$ cat config.mk
export PLATFORM = sky130hd
export DESIGN_NAME = imem_loader
export DESIGN_NICKNAME = d
export VERILOG_FILES = /design/src/rtl/imem_loader_pkg.sv /design/src/rtl/imem_loader.sv
export SDC_FILE = /design/constraint.sdc
export NUM_CORES = 1
export LEC_CHECK = 0
export CAP_MARGIN = 20
export CORE_MARGIN = 4
export CORE_UTILIZATION = 53
export CTS_CLUSTER_SIZE = 30
export DETAILED_ROUTE_END_ITERATION = 10
export HOLD_SLACK_MARGIN = 0.05
export PLACE_DENSITY = 0.84
export SYNTH_ARGS = -nofsm -noshare
export SYNTH_HDL_FRONTEND = slang
export SYNTH_SLANG_ARGS = --single-unit
$ cat constraint.sdc
create_clock -name clk -period 3.4 [get_ports clk]
set_clock_uncertainty 0.1 [all_clocks]
set_input_delay 0.51 -clock clk [delete_from_list [all_inputs] [get_ports clk]]
set_output_delay 0.51 -clock clk [all_outputs]
set_load 0.05 [all_outputs]
$ cat src/rtl/imem_loader_pkg.sv
// Shared definitions for the boot-time instruction memory loader.
// Holds the default memory geometry used by both the loader and
// instruction_fetch, the PC reset vector, and the loader state encoding.
package imem_loader_pkg;

   localparam int IMEM_ADDR_W = 12;
   localparam int IMEM_DATA_W = 32;

   localparam logic [31:0] PC_RESET_VECTOR = 32'h0040_0000;

   typedef enum logic [2:0] {
      ST_IDLE    = 3'd0,
      ST_LOAD    = 3'd1,
      ST_DRAIN   = 3'd2,
      ST_RELEASE = 3'd3,
      ST_RUN     = 3'd4
   } ldr_state_e;

endpackage

$ cat src/rtl/imem_loader.sv
// Boot-time program loader placed upstream of instruction_fetch.
// Accepts a word stream over valid/ready, writes each word into instruction
// memory through the init port, then releases the CPU from reset.
//
// Ports
//   clk, reset_n        clock, asynchronous active-low reset
//   start, word_count   begin a load of word_count words (IDLE or RUN only)
//   abort               cancel a load in progress (LOAD or DRAIN)
//   in_valid, in_data   incoming word stream; in_ready is the accept strobe
//   init_mode, write_enable, init_address, init_instruction
//                       instruction memory init port
//   cpu_reset           active-high reset to PC / instruction_fetch
//   done                image loaded, CPU running
//   error               sticky: illegal word_count or abort
//   checksum            XOR of all words accepted in the current load
//
// state   | meaning
// --------+-------------------------------------------------------------
// IDLE    | no image; CPU held in reset, waiting for start
// LOAD    | accepting words; each handshake becomes a write next cycle
// DRAIN   | last word accepted; this cycle carries the final write
// RELEASE | init_mode dropped, CPU still in reset for one settle cycle
// RUN     | CPU running; a legal start reloads from address 0
module imem_loader
   import imem_loader_pkg::*;
#(
   parameter int ADDR_W    = IMEM_ADDR_W,
   parameter int DATA_W    = IMEM_DATA_W,
   parameter int MAX_WORDS = 1 << ADDR_W
) (
   input  logic              clk,
   input  logic              reset_n,
   input  logic              start,
   input  logic              abort,
   input  logic [ADDR_W:0]   word_count,
   input  logic              in_valid,
   input  logic [DATA_W-1:0] in_data,
   output logic              in_ready,
   output logic              init_mode,
   output logic              write_enable,
   output logic [ADDR_W-1:0] init_address,
   output logic [DATA_W-1:0] init_instruction,
   output logic              cpu_reset,
   output logic              done,
   output logic              error,
   output logic [DATA_W-1:0] checksum
);

   localparam logic [ADDR_W:0] MAX_CNT = (ADDR_W+1)'(MAX_WORDS);

   ldr_state_e        state;
   logic [ADDR_W:0]   remaining;
   logic [ADDR_W-1:0] index;

   logic start_ok;
   logic start_window;
   logic handshake;

   assign start_ok     = (word_count != '0) && (word_count <= MAX_CNT);
   assign start_window = (state == ST_IDLE) || (state == ST_RUN);
   assign in_ready     = (state == ST_LOAD) && (remaining != '0);
   assign handshake    = in_valid & in_ready;

   always_ff @(posedge clk or negedge reset_n) begin
      if (!reset_n) begin
         state            <= ST_IDLE;
         remaining        <= '0;
         index            <= '0;
         init_mode        <= 1'b0;
         write_enable     <= 1'b0;
         init_address     <= '0;
         init_instruction <= '0;
         cpu_reset        <= 1'b1;
         done             <= 1'b0;
         error            <= 1'b0;
         checksum         <= '0;
      end else begin
         // write strobe is a single-cycle pulse per accepted word
         write_enable <= 1'b0;

         if (start && start_window) begin
            if (start_ok) begin
               state     <= ST_LOAD;
               remaining <= word_count;
               index     <= '0;
               checksum  <= '0;
               error     <= 1'b0;
               init_mode <= 1'b1;
               cpu_reset <= 1'b1;
               done      <= 1'b0;
            end else begin
               // an illegal request leaves a running CPU untouched
               error <= 1'b1;
            end
         end else begin
            case (state)
               ST_IDLE: begin
                  state <= ST_IDLE;
               end
               ST_LOAD: begin
                  if (abort) begin
                     state     <= ST_IDLE;
                     error     <= 1'b1;
                     init_mode <= 1'b0;
                     cpu_reset <= 1'b1;
                  end else if (handshake) begin
                     write_enable     <= 1'b1;
                     init_address     <= index;
                     init_instruction <= in_data;
                     // at MAX_WORDS this wraps to 0 only after the last write
                     index            <= index + 1'b1;
                     checksum         <= checksum ^ in_data;
                     remaining        <= remaining - 1'b1;
                     if (remaining == (ADDR_W+1)'(1)) begin
                        state <= ST_DRAIN;
                     end
                  end
               end
               ST_DRAIN: begin
                  if (abort) begin
                     state     <= ST_IDLE;
                     error     <= 1'b1;
                     init_mode <= 1'b0;
                     cpu_reset <= 1'b1;
                  end else begin
                     state     <= ST_RELEASE;
                     init_mode <= 1'b0;
                  end
               end
               ST_RELEASE: begin
                  state     <= ST_RUN;
                  cpu_reset <= 1'b0;
                  done      <= 1'b1;
               end
               ST_RUN: begin
                  state <= ST_RUN;
               end
               default: begin
                  state     <= ST_IDLE;
                  init_mode <= 1'b0;
                  cpu_reset <= 1'b1;
                  done      <= 1'b0;
               end
            endcase
         end
      end
   end

endmodule
==> results.md, run 1 <==
- Status: finished clean
- FF+latch count, synth: approximately 110
- Post-Route WL: between 10 and 15 mm
- CTS tree: built
- Met3 usage: roughly 3.9%
- Total Power: 5.11 mW
- Clk buf depth: 2
- H-tree levels: 3
- Final period utilization: about nine tenths
- Via count: 4269
- WP data arrival: roughly 2500 ps
- Hold crit path type: input port to async pin
- CORE AREA: 9730 um^2
- Final Slew Violations: 0
- Post-CTS Setup Bufs: 0
- Ratio of cells with drive above 1 in the final layout: between 10 and 15%
- Critical path startpoint category: flop
- Worst skew pair latency: 370 ps
- WL per Instance: about 16 um
- All-Layer GR Usage: approximately 22%
- Most numerous cell in the Yosys netlist: nand2_1
- Drt pass-1 iters: 5
- Area growth syn-to-layout: 29.8%
- Detail Placement HPWL: approximately 9.2 mm
- Fin nets: a little under 700
- PwrDens: about 750 nW/um^2
- Initial antenna violation count: 0
- Hold_ws: roughly 94 ps
- Total congestion overflow: 0
- I/O Buffers: about 130
- Root buf cell: clkbuf_8
- Worst-margin pin slew: 758 ps
- Max_slew headroom: a little under 50%
- GP Congestion: roughly 0.9
- Vias in the first global route: 4139
- Top_reg_cell synth: dfrtp_1
- Synthesized Nets: around 570
- Yosys warns: 0
- N_diodes: 0
- GR Layer Usage met2: 36.8%
- Clock slew seen by the registers of the worst setup and hold paths: approximately 110 ps
- Post-Syn Area: roughly 5300 um^2
- Fin crit period: about 3100 ps
- Largest net degree at the start of global routing: just over 60
- Fillcell total: between 700 and 800
- Post-synth cell types: between 60 and 70
- Final hold vios: 0
- Post-route DRC: 0
- Synth area leader: dfrtp_1
- Layer with the highest usage: met2
- Vias/cell: 5.49
- Post-route ant nets: 0
- Post-synthesis cell count: between 500 and 600
- Worst vdd ir: roughly 0.00033 V
- DRT iter0 DRCs: ~220
- Post-synthesis async set-or-reset flop share: 100%
- Hold_buf cts: 0
- Gates resized, CTS repair: 0
- Post-synth EDFFs: 0
- Avg Synthesized Cell Area: 10.3 um^2
- Maxcap violations: 0
- Static Leak: between 3 and 4 nW
- Largest cells by area after synthesis: dfrtp_1 (51%), nand2_1 (11%), mux2i_1 (6.3%)
- Num rows: 36
- Met1 usage: 30.1%
- Crit-path max FO: 7
- Fin Setup TNS: 0 ps
- Synth top area share: 51.3%
- Critical Path Sink Type: output pin
- Most frequent cells after synthesis: nand2_1 (150), dfrtp_1 (108), mux2i_1 (33)
- Clock sink total: roughly 110
- Clock buffer count from CTS: 9
- Final Setup Violations: 0
- Die area: 11600 um^2
- Data required, critical path: between 2000 and 3000 ps
- Initial Utilization: a little over half
- First-pass GRT wire length: 20.7 mm
- Sequential area share after synthesis: slightly above 50%
- Unrepaired setup endpoints after global routing: no
- Pre-CTS setup slack: just under 500 ps
- Top-Level Pins: between 100 and 150
- Die Ht: between 100 and 150 um
- Max Fclk: roughly 0.33 GHz
- Die span in x: 108 um
- Worst setup margin: around 330 ps
- Critical Setup Path Class: flop to output pin
critical path, cell delays in order (launching register included):
cell and delay (ps):
dfrtp_1 380, inv_1 90, ha_1 200, nor2b_1 130, and4_1 280, nor3_1 180
clkdlybuf4s50_1 830
placed cells by master (no fill, tap or decap), types with 3 or more instances in the layout:
cell,Yosys,final
dfrtp_1,108,108
or4_1,3,3
buf_4,3,11
a22oi_1,3,3
a21oi_1,11,11
clkbuf_8,0,9
clkdlybuf4s50_1,0,130
and4_1,3,3
inv_6,0,3
o211ai_1,3,3
o22ai_1,4,4
nand2_4,29,29
nand4_1,4,4
o21ai_0,8,8
nand3_1,11,11
nand2_1,150,150
ha_1,4,4
nor4_1,6,6
o22a_1,4,4
nor2_1,19,19
and3_1,4,4
mux2i_1,33,32
a31oi_1,7,7
xnor2_1,3,3
nor3_1,13,13
inv_1,6,6
final cells by class:
type                            count  area [um^2]  share of cell area, %
Timing Repair Buffer              142         1400                   20.5
Multi-Input combinational cell    370         2300                   33.7
Clock buffer                       10          128                   1.87
Clock inverter                      6         76.3                   1.12
Sequential cell                   109         2730                   39.9
Inverter                            7         28.8                  0.421
Tap cell                          133          166                   2.44
routing by layer:
| metal | up-vias | share of wire [%] | wire, um |
|---|---|---|---|
| met5 | - | 0 | 0 |
| met4 | 0 | 1.8 | 224 |
| met3 | 21 | 7.6 | 957 |
| met2 | 200 | 48 | 6110 |
| met1 | 2035 | 42 | 5320 |
| li1 | 2013 | - | - |
flip-flops by register name, summed over array words and instances, names as in the netlist:
signal            cells
checksum             32
init_instruction     32
remaining            13
index                12
init_address         12
state                 3
cpu_reset             1
done                  1
error                 1
init_mode             1
write_enable          1
per-stage QoR:
step | instances | instance area, um^2 | utilization [%]
6_report | 777 | 6830 | 70.2
3_5_place_dp | 761 | 6630 | 68.1
3_3_place_gp | 761 | 6630 | 68.1
5_1_grt | 777 | 6830 | 70.2
4_1_cts | 777 | 6830 | 70.2
2_1_floorplan | 513 | 5260 | -
worst paths after layout:
kind | startpoint | to | slack, ps | cells after the start
worst max-delay path | remaining[0] | in_ready | 330 | 6
worst min-delay path | reset_n | checksum[27] | 90 | 1
worst max register to register | remaining[0] | checksum[11] | 790 | 9
worst min register to register | checksum[2] | checksum[2] | 380 | 1
max in group asynchronous | reset_n | init_instruction[20] | 2260 | 2
min in group clk | checksum[2] | checksum[2] | 380 | 1
cell families (layout without fill, tap and decap cells):
family,Yosys count,in the layout,synth area share (%)
fa+ha+maj,5,5,1.14
flops,109,109,51.8
mux,35,35,6.70
xor+xnor,3,3,0.499
buf+inv,34,165,4.68
simple gates,263,263,26.4
compound gates,64,64,8.75
report_power, final:
group,total [mW],internal (mW),switching (mW),leakage (nW)
logic,2.35,0.786,1.56,1.93
registers,1.95,1.65,0.305,1.41
clock network,0.810,0.356,0.454,0.104
total,5.11,2.79,2.32,3.45
Note: power is estimated with default switching activity, not from simulation.
==> run 2, diff against run 1 <==
- CORE_MARGIN: 4 -> 5
==> run 2 against run 1 <==
Net effect: count of clock-buffer cells in the layout grew 3; non-clock buffer count is the same; sequential power is essentially flat.
==> results.md, run 2 (synthesized netlist as in run 1, its figures left out) <==
- Status: finished clean
- WP data arrival: ~2500 ps
- Fin nets: a little under 700
- Switching pwr: 2.30 mW
- Critical Path Sink Type: output pin
- Static Leak: 3.44 nW
- Area growth syn-to-layout: 29.6%
- All-Layer GR Usage: between 20 and 25%
- Total congestion overflow: 0
- Hold crit path type: input port to async pin
- PwrDens: 743 nW/um^2
- Num rows: 36
- Die area: about 12000 um^2
- Detail Placement HPWL: about 9.5 mm
- Worst skew pair latency: 360 ps
- Vias/cell: approximately 5.4
- Clk buf depth: 2
- Drt pass-1 iters: 4
- Initial antenna violation count: 0
- CTS tree: built
- Sw Ratio: 45.4%
- DRT iter0 DRCs: 201
- Hold_ws: a little over 90 ps
- Top-Level Pins: ~130
- Clock buffer count from CTS: 9
- Worst-margin pin slew: between 700 and 800 ps
- Most frequent cells in the layout: nand2_1 (150), clkdlybuf4s50_1 (130), dfrtp_1 (108), mux2i_1 (32), nand2_4 (29)
- Maxcap violations: 0
- Final Slew Violations: 0
- CORE AREA: about 10000 um^2
- Post-route ant nets: 0
- R2R Setup Slk: between 700 and 800 ps
- Largest regs: checksum (32), init_instruction (32), remaining (13)
- WL per Instance: about 16 um
- Worst vdd ir: roughly 0.00036 V
- # placed instances: around 760
- Uppermost routed layer: met4
- Sequential share of power: a little under two fifths
- Post-route DRC: 0
- Data required, critical path: about 2800 ps
- Vias in the first global route: around 4200
- First-pass GRT wire length: between 20 and 25 mm
- Ratio of cells with drive above 1 in the final layout: between 10% and 20%
- Post-Route WL: about 13 mm
- Critical Setup Path Class: flop to output pin
- Crit-path max FO: 7
- Final period utilization: between 90% and 100%
- Initial Utilization: 54.1%
- Fin Setup TNS: 0 ps
- Final hold vios: 0
- Via count: 4217
- Comb pwr share: between 40% and 50%
- Met2 Wirelength: around 6.3 mm
- Internal power: between 2 and 3 mW
- GP Congestion: around 0.96
- Met3 routed WL: roughly 940 um
- Final Setup Violations: 0
- Met1 WL: about 5.4 mm
- H-tree levels: 3
- N_diodes: 0
- Root buf cell: clkbuf_8
- Max_slew headroom: slightly above 50%
- Clock share of power: between 10% and 20%
- Die Ht: 110 um
- Largest net degree at the start of global routing: 60
- Post-CTS Setup Bufs: 0
- I/O Buffers: between 100 and 150
- Clock sink total: approximately 110
- Gates resized, CTS repair: 0
- Die span in x: around 110 um
- Max Fclk: around 0.33 GHz
- Unrepaired setup endpoints after global routing: no
- Critical path startpoint category: flop
- Hold_buf cts: 0
- Non-filler instance count after layout: approximately 780
- Most common cell after layout, fill and taps aside: nand2_1
- Clock slew seen by the registers of the worst setup and hold paths: 100 ps
- Fin crit period: between 3000 and 4000 ps
## run 2: cell count changes in the layout (fill, tap and decap cells not counted), sizes merged
cell      before  now
clkbuf        10   13
inv           11    9
bufinv         1    0
clkinv         1    0
clkinvlp       0    1
## run 2: metal layers
layer / vias up / track usage (%)
li1: 2017 / -
met1: 2013 / 29.7
met4: 0 / 6.86
met2: 171 / 36.8
met3: 16 / 3.35
met5: - / 0
## run 2: stage by stage
stage | worst slack [ps] | utilization (%) | instance area (um^2) | power [mW]
5_1_grt | 217 | 70.1 | 6820 | 5.33
3_3_place_gp | 612 | 68.1 | 6630 | 4.27
2_1_floorplan | 723 | - | 5260 | 3.46
4_1_cts | 296 | 70.1 | 6820 | 5.10
3_5_place_dp | 547 | 68.1 | 6630 | 4.35
6_report | 324 | 70.1 | 6820 | 5.07
## run 2: area by class of cell
cell class | instances | area [um^2]
multi-input combinational | 370 | 2300
clock inverter | 3 | 25.0
tap | 133 | 166
clock buffer | 13 | 169
inverter | 7 | 28.8
timing repair buffer | 142 | 1400
fill | 767 | 2910
sequential | 109 | 2730
## run 2: power by group through the flow
stage          sequential [mW]  combinational [mW]  clock, mW
2_1_floorplan             2.91               0.550          0
3_3_place_gp              1.95                2.32          0
3_5_place_dp              1.97                2.38          0
4_1_cts                   1.94                2.38      0.776
5_1_grt                   2.00                2.50      0.830
6_report                  1.95                2.36      0.759
## run 2: final timing paths
path	to	cells past startpoint	startpoint
max in group asynchronous	checksum[18]	2	reset_n
worst min-delay path	checksum[26]	1	reset_n
worst max register to register	index[11]	7	remaining[5]
worst min register to register	checksum[0]	1	checksum[0]
worst max-delay path	in_ready	6	remaining[0]
min in group clk	checksum[0]	1	checksum[0]
## run 2: worst max-delay path, cell delays in order (launching register included)
cell             delay [ps]
dfrtp_1                 380
inv_1                    90
ha_1                    200
nor2b_1                 120
and4_1                  300
nor3_1                  190
clkdlybuf4s50_1         840
==> run 3, diff against run 2 <==
- SLEW_MARGIN: default -> 25
==> results of run 3 <==
Final layout, timing and power as in run 2 (identical DEF).
